--- config.mk ---
export PLATFORM = sky130hd
export DESIGN_NAME = i2c_touch_target
export DESIGN_NICKNAME = d
export VERILOG_FILES = /design/src/rtl/i2c_touch_target.sv
export SDC_FILE = /design/constraint.sdc
export NUM_CORES = 1
export LEC_CHECK = 0
export ABC_AREA = 1
export CAP_MARGIN = 20
export CORE_UTILIZATION = 35
export CTS_CLUSTER_DIAMETER = 120
export CTS_CLUSTER_SIZE = 25
export DETAILED_ROUTE_END_ITERATION = 8
export MAX_ROUTING_LAYER = met4
export PLACE_DENSITY = 0.54
export SLEW_MARGIN = 15
export SYNTH_ARGS = -nofsm -noshare
export SYNTH_HDL_FRONTEND = slang
export SYNTH_SLANG_ARGS = --single-unit
export TNS_END_PERCENT = 20
--- constraint.sdc ---
create_clock -name clk -period 1.6 [get_ports clk]
set_input_delay 0.24 -clock clk [delete_from_list [all_inputs] [get_ports clk]]
set_output_delay 0.24 -clock clk [all_outputs]
set_load 0.1 [all_outputs]
--- src/rtl/i2c_touch_target.sv ---
// i2c_touch_target: I2C target emulating the MPR121 register subset used by
// the touch bring-up sequence (ECR at 0x5E, soft reset at 0x80, touch status
// at 0x00/0x01). Inputs are synchronised and glitch-filtered; SDA is only
// pulled low, never driven high, and SCL is never stretched.
// Optional feature: define I2C_TARGET_IRQ_EN to add the active-low irq_n output.
module i2c_touch_target #(
    parameter logic [6:0] DEV_ADDR   = 7'h5A,
    parameter int         FILTER_LEN = 4
) (
    input  logic        clk,
    input  logic        rst_n,
    input  logic        scl_i,
    input  logic        sda_i,
    output logic        sda_o,
    output logic        sda_t,
    input  logic [11:0] touch_status,
    output logic [7:0]  ecr,
    output logic        soft_reset_pulse,
    output logic        busy
`ifdef I2C_TARGET_IRQ_EN
    ,
    output logic        irq_n
`endif
);

    localparam logic [3:0] FLT_MAX = 4'(FILTER_LEN - 1);

    typedef enum logic [3:0] {
        S_IDLE, S_ADDR, S_ADDR_ACK, S_PTR, S_PTR_ACK,
        S_WDATA, S_WDATA_ACK, S_RDATA, S_RDATA_ACK, S_IGNORE
    } state_t;

    logic       r_scl_s1, r_scl_s2, r_sda_s1, r_sda_s2;
    logic       r_scl_f, r_sda_f, r_scl_d, r_sda_d;
    logic [3:0] r_scl_cnt, r_sda_cnt;
    state_t     r_state;
    logic [3:0] r_bit;
    logic [6:0] r_shift;
    logic [7:0] r_ptr;
    logic [7:0] r_tx;
    logic [11:0] r_snap;
    logic       r_rw;

    logic       w_scl_rise, w_scl_fall, w_start, w_stop;
    logic [7:0] w_byte;
    logic [7:0] w_rd_byte;

    // The target only ever pulls SDA low; the level comes from sda_t.
    assign sda_o = 1'b0;

    // Two-flop synchronisers; idle bus level is high.
    always_ff @(posedge clk or negedge rst_n) begin
        if (!rst_n) begin
            r_scl_s1 <= 1'b1;
            r_scl_s2 <= 1'b1;
            r_sda_s1 <= 1'b1;
            r_sda_s2 <= 1'b1;
        end else begin
            r_scl_s1 <= scl_i;
            r_scl_s2 <= r_scl_s1;
            r_sda_s1 <= sda_i;
            r_sda_s2 <= r_sda_s1;
        end
    end

    // Stability filters: a new level must persist FILTER_LEN cycles to be taken.
    always_ff @(posedge clk or negedge rst_n) begin
        if (!rst_n) begin
            r_scl_f   <= 1'b1;
            r_sda_f   <= 1'b1;
            r_scl_cnt <= 4'd0;
            r_sda_cnt <= 4'd0;
        end else begin
            if (r_scl_s2 == r_scl_f) begin
                r_scl_cnt <= 4'd0;
            end else if (r_scl_cnt == FLT_MAX) begin
                r_scl_f   <= r_scl_s2;
                r_scl_cnt <= 4'd0;
            end else begin
                r_scl_cnt <= r_scl_cnt + 4'd1;
            end
            if (r_sda_s2 == r_sda_f) begin
                r_sda_cnt <= 4'd0;
            end else if (r_sda_cnt == FLT_MAX) begin
                r_sda_f   <= r_sda_s2;
                r_sda_cnt <= 4'd0;
            end else begin
                r_sda_cnt <= r_sda_cnt + 4'd1;
            end
        end
    end

    // Previous filtered levels for edge and bus-condition detection.
    always_ff @(posedge clk or negedge rst_n) begin
        if (!rst_n) begin
            r_scl_d <= 1'b1;
            r_sda_d <= 1'b1;
        end else begin
            r_scl_d <= r_scl_f;
            r_sda_d <= r_sda_f;
        end
    end

    assign w_scl_rise = r_scl_f & ~r_scl_d;
    assign w_scl_fall = ~r_scl_f & r_scl_d;
    assign w_start    = r_scl_f & r_scl_d & r_sda_d & ~r_sda_f;
    assign w_stop     = r_scl_f & r_scl_d & ~r_sda_d & r_sda_f;
    assign w_byte     = {r_shift, r_sda_f};

    // Read map; touch bytes come from the per-transaction snapshot.
    always_comb begin
        w_rd_byte = 8'h00;
        case (r_ptr)
            8'h00:   w_rd_byte = r_snap[7:0];
            8'h01:   w_rd_byte = {4'h0, r_snap[11:8]};
            8'h5E:   w_rd_byte = ecr;
            default: w_rd_byte = 8'h00;
        endcase
    end

    // Protocol FSM: bits sampled on SCL rise, SDA changed only on SCL fall.
    always_ff @(posedge clk or negedge rst_n) begin
        if (!rst_n) begin
            r_state          <= S_IDLE;
            r_bit            <= 4'd0;
            r_shift          <= 7'd0;
            r_ptr            <= 8'h00;
            r_tx             <= 8'h00;
            r_snap           <= 12'h000;
            r_rw             <= 1'b0;
            sda_t            <= 1'b1;
            ecr              <= 8'h00;
            soft_reset_pulse <= 1'b0;
            busy             <= 1'b0;
        end else begin
            soft_reset_pulse <= 1'b0;
            if (w_stop) begin
                r_state <= S_IDLE;
                sda_t   <= 1'b1;
                busy    <= 1'b0;
            end else if (w_start) begin
                r_state <= S_ADDR;
                r_bit   <= 4'd0;
                sda_t   <= 1'b1;
            end else begin
                case (r_state)
                    S_ADDR: begin
                        if (w_scl_rise) begin
                            r_shift <= w_byte[6:0];
                            r_bit   <= r_bit + 4'd1;
                            if (r_bit == 4'd7) begin
                                if (w_byte[7:1] == DEV_ADDR) begin
                                    busy    <= 1'b1;
                                    r_rw    <= w_byte[0];
                                    if (w_byte[0]) r_snap <= touch_status;
                                    r_state <= S_ADDR_ACK;
                                end else begin
                                    r_state <= S_IGNORE;
                                end
                            end
                        end
                    end
                    S_PTR: begin
                        if (w_scl_rise) begin
                            r_shift <= w_byte[6:0];
                            r_bit   <= r_bit + 4'd1;
                            if (r_bit == 4'd7) begin
                                r_ptr   <= w_byte;
                                r_state <= S_PTR_ACK;
                            end
                        end
                    end
                    S_WDATA: begin
                        if (w_scl_rise) begin
                            r_shift <= w_byte[6:0];
                            r_bit   <= r_bit + 4'd1;
                            if (r_bit == 4'd7) begin
                                if (r_ptr == 8'h5E) begin
                                    ecr <= w_byte;
                                end else if (r_ptr == 8'h80 && w_byte == 8'h63) begin
                                    soft_reset_pulse <= 1'b1;
                                    ecr              <= 8'h00;
                                end
                                r_ptr   <= r_ptr + 8'd1;
                                r_state <= S_WDATA_ACK;
                            end
                        end
                    end
                    S_ADDR_ACK, S_PTR_ACK, S_WDATA_ACK: begin
                        // r_bit==8: waiting to drive ACK; r_bit==9: ACK clocked.
                        if (w_scl_fall && r_bit == 4'd8) begin
                            sda_t <= 1'b0;
                        end else if (w_scl_rise) begin
                            r_bit <= 4'd9;
                        end else if (w_scl_fall && r_bit == 4'd9) begin
                            r_bit <= 4'd0;
                            if (r_state == S_ADDR_ACK && r_rw) begin
                                sda_t   <= w_rd_byte[7];
                                r_tx    <= {w_rd_byte[6:0], 1'b0};
                                r_state <= S_RDATA;
                            end else begin
                                sda_t   <= 1'b1;
                                r_state <= (r_state == S_ADDR_ACK) ? S_PTR : S_WDATA;
                            end
                        end
                    end
                    S_RDATA: begin
                        if (w_scl_rise) begin
                            r_bit <= r_bit + 4'd1;
                            if (r_bit == 4'd7) r_state <= S_RDATA_ACK;
                        end else if (w_scl_fall) begin
                            sda_t <= r_tx[7];
                            r_tx  <= {r_tx[6:0], 1'b0};
                        end
                    end
                    S_RDATA_ACK: begin
                        if (w_scl_fall && r_bit == 4'd8) begin
                            sda_t <= 1'b1;
                        end else if (w_scl_rise) begin
                            if (!r_sda_f) begin
                                r_ptr <= r_ptr + 8'd1;
                                r_bit <= 4'd9;
                            end else begin
                                r_state <= S_IGNORE;
                            end
                        end else if (w_scl_fall && r_bit == 4'd9) begin
                            r_bit   <= 4'd0;
                            sda_t   <= w_rd_byte[7];
                            r_tx    <= {w_rd_byte[6:0], 1'b0};
                            r_state <= S_RDATA;
                        end
                    end
                    S_IDLE, S_IGNORE: begin
                        r_bit <= r_bit;
                    end
                    default: r_state <= S_IDLE;
                endcase
            end
        end
    end

`ifdef I2C_TARGET_IRQ_EN
    logic [11:0] r_irq_ref;
    logic        w_irq_clr;

    // Ninth SCL rise of a byte read from register 0x00 acknowledges the IRQ.
    assign w_irq_clr = (r_state == S_RDATA_ACK) && w_scl_rise &&
                       (r_bit == 4'd8) && (r_ptr == 8'h00);

    // Interrupt: asserted while touch status differs from the last reported value.
    always_ff @(posedge clk or negedge rst_n) begin
        if (!rst_n) begin
            irq_n     <= 1'b1;
            r_irq_ref <= 12'h000;
        end else if (w_irq_clr) begin
            r_irq_ref <= r_snap;
            irq_n     <= (touch_status == r_snap);
        end else if (touch_status != r_irq_ref) begin
            irq_n <= 1'b0;
        end
    end
`endif

endmodule

==> qor.csv <==
stage,metric,value,unit
clock_tree,TritonCTS Buffers,9,
placed_design,HPWL after DPL,8.48,mm
route,DRC Markers,0,
grt,initial antenna violation count,0,
synth,Synth async-reset ratio,1.00,
setup_path,WS Path Type,flip-flop to flip-flop,
placed_design,number of port buffers,26,
sta,Clock Skew,0.00775,ns
floorplan,Die X,111,um
status,status,"complete, but fails checks",
sta,FMAX,582,MHz
grt,vias in the first global route,3999,
grt,GRT Resource Usage Total,0.203,
synth,main flop type after synthesis,dfrtp_1,
setup_path,Crit. End Element,flip-flop,
floorplan,Core Area,0.0115,sq mm
route,drt pass-1 iters,4,
placed_design,placed cell areas,0.00527,sq mm
clock_tree,clk sink count,70,
sta,final-report max-slew violation count,0,
setup_path,arrival time at the worst endpoint,1.95,ns
floorplan,Die Span Y,111,um
cells_and_area,share of layout cells above drive strength 1,0.284,
synth,synth warn,0,
clock_tree,Clock Tree Root,clkbuf_16,
sta,RSZ-0062 raised after global routing,yes,
clock_tree,clk slew on worst S/H paths,0.06,ns
worst_hold_path,worst min path class,primary input to flip-flop,
sta,final setup vio count,32,
status,failing checks,setup timing,
clock_tree,Clock Path Buffers,2,
sta,Final WS setup,-0.119,ns
cells_and_area,"commonest non-fill, non-tap cell in the layout",nand2_1,
pwr,Max IR drop VDD,1.46,mV
pwr,power consumption,0.0101,W
grt,largest net degree at the start of global routing,71,
route,mean number of vias per cell,4.84,
synth,mean post-synth cell area,7.39,sq um
sta,Fin Setup TNS,-1.89,ns
synth,Synth Register Bits,70,
route,total number of vias,3969,
pwr,Leak,2.82,nW
sta,Final Cycle Share,1.07,
floorplan,Initial Util,0.361,
route,ANT nets after route,0,
route,Detailed Route WL,11.1,mm
clock_tree,CTS tree,done,
route,number of DRC markers in iteration 0,158,
synth,post-synthesis instance area,0.00414,sq mm
synth,Synth Net Count,585,
floorplan,die area,0.0123,sq mm
grt,grt total ovfl,0,
cells_and_area,fin nets,697,
placed_design,routability cong.,0.860,
clock_tree,CTS H-tree lvls,3,
synth,post-synth cell types,36,
setup_path,crit path launch type,flip-flop,
cells_and_area,"Cell Count, Final, Fillers Out",820,
sta,Final Hold Viols,0,
pwr,power per cell area,1730,mW/mm^2
setup_path,"critical path fanouts, max",5,
cells_and_area,Post-Layout Inst Area,0.00580,sq mm
cells_and_area,n_diodes,0,
setup_path,WP data required,1.83,ns
clock_tree,worst skew pair latency,0.35,ns
cells_and_area,area growth from synthesis to layout,40.3,%
sta,post-layout min period,1.72,ns
route,wire per inst,13.5,um
floorplan,Row Count,39,
synth,"Seq/Total Area, Yosys",0.426,
synth,Synth Instances,560,
grt,first-pass GRT wire length,19.2,mm
cells_and_area,"commonest non-fill, non-tap cells in the layout","nand2_1 (145), buf_4 (79), nand3_1 (76)",
synth,Post-synth EDFFs,0,
job,Max Cap Viol,0,
floorplan,Ports,28,
placed_design,placed insts,796,
==> metal layers <==
layer  vias up  GRT usage  part of all wire
met5         -          -                 0
met4         0     0.0676             0.014
met3        12     0.0470             0.038
met2        60      0.324              0.48
met1      1846      0.254              0.47
li1       2051          -                 -
==> area by class of cell <==
class	instances	area, sq um
Timing Repair Buffer	115	1100
Clock inverter	7	97.6
Tap cell	143	179
Inverter	50	188
Clock buffer	9	225
Sequential cell	70	1760
Multi-Input combinational cell	426	2240
Fill cell	1090	5670
==> cells in the mapped netlist (3+ instances only) <==
| cell | n | area share |
|---|---|---|
| nand2_1 | 154 | 0.14 |
| nand3_1 | 81 | 0.098 |
| nor2_1 | 64 | 0.058 |
| dfrtp_1 | 61 | 0.37 |
| inv_1 | 43 | 0.039 |
| o21ai_0 | 37 | 0.045 |
| a21oi_1 | 12 | 0.015 |
| o21ai_1 | 12 | 0.015 |
| dfstp_2 | 9 | 0.057 |
| ha_1 | 9 | 0.027 |
| nor2_2 | 8 | 0.012 |
| inv_2 | 7 | 0.0064 |
| nand2_2 | 7 | 0.011 |
| buf_4 | 6 | 0.011 |
| nand4_1 | 6 | 0.0091 |
| xor2_1 | 5 | 0.011 |
| nor3_1 | 4 | 0.0048 |
| xnor2_1 | 4 | 0.0085 |
| buf_2 | 3 | 0.0036 |
| clkbuf_1 | 3 | 0.0027 |
| o21ai_2 | 3 | 0.0064 |
==> report_power, final <==
part	internal [W]	switching, W
combinational	0.00232	0.00301
clock	0.00137	0.000806
sequential	0.00219	0.000357
==> state kept, by name, summed over array words and instances (netlist names), 4 cells and up <==
name       cells
r_state        4
r_tx           7
r_shift        7
r_scl_cnt      4
r_ptr          8
r_bit          4
r_snap        12
ecr            8
r_sda_cnt      4
==> per-stage QoR <==
step | worst slack, ns | utilization | hold slack (ns)
after floorplan | -0.00727 | - | -0.0556
after global placement | -0.153 | 0.460 | 0.295
after detailed placement | -0.198 | 0.460 | 0.295
after CTS | -0.138 | 0.502 | 0.283
after global routing | -0.229 | 0.506 | 0.308
final | -0.119 | 0.506 | 0.295
==> cells by family (layout without fill, tap and decap cells) <==
logic type	count (synthesis)	count (layout)	synth area share
flops	70	70	0.426
buf+inv	64	181	0.0681
simple gates	339	339	0.370
fa+ha+maj	9	9	0.0272
other cells	1	1	0.000907
xor+xnor	9	9	0.0191
compound gates	68	68	0.0886
==> what timing repair did <==
| item | in CTS | in global routing |
|---|---|---|
| hold buffers | 1 | 0 |
| setup endpoints to repair | 45 | 50 |
| pin swaps | 20 | 7 |
| resized for setup | 27 | 15 |
| endpoints found under the hold margin | 61 | 0 |
| setup buffers | 7 | 0 |
==> worst max-delay path, cell delays in order (launching register included) <==
cell     delay, ns
dfstp_2       0.58
buf_12        0.11
nand4_1       0.19
nand2_2       0.14
nor2_1        0.05
nor2_1        0.09
nand2_1       0.09
nor2_4        0.15
nand2_2       0.10
nand2_1       0.07
nand2_1       0.05
==> final timing paths <==
kind                                         start                      to  slack (ns)  cells past startpoint
worst min-delay path                         scl_i      r_scl_s1$_DFF_PN1_        0.30                      1
worst max-delay path             r_scl_d$_DFF_PN1_  r_state[0]$_DFFE_PN0P_       -0.12                     10
max in group asynchronous                    rst_n     r_sda_f$_DFFE_PN1P_        0.80                      3
worst max register to register   r_scl_d$_DFF_PN1_  r_state[0]$_DFFE_PN0P_       -0.12                     10
worst min register to register  r_sda_s1$_DFF_PN1_      r_sda_s2$_DFF_PN1_        0.36                      0
min in group asynchronous                    rst_n  r_scl_cnt[2]$_DFF_PN0_        0.45                      3
(Power assumes the default switching activity.)
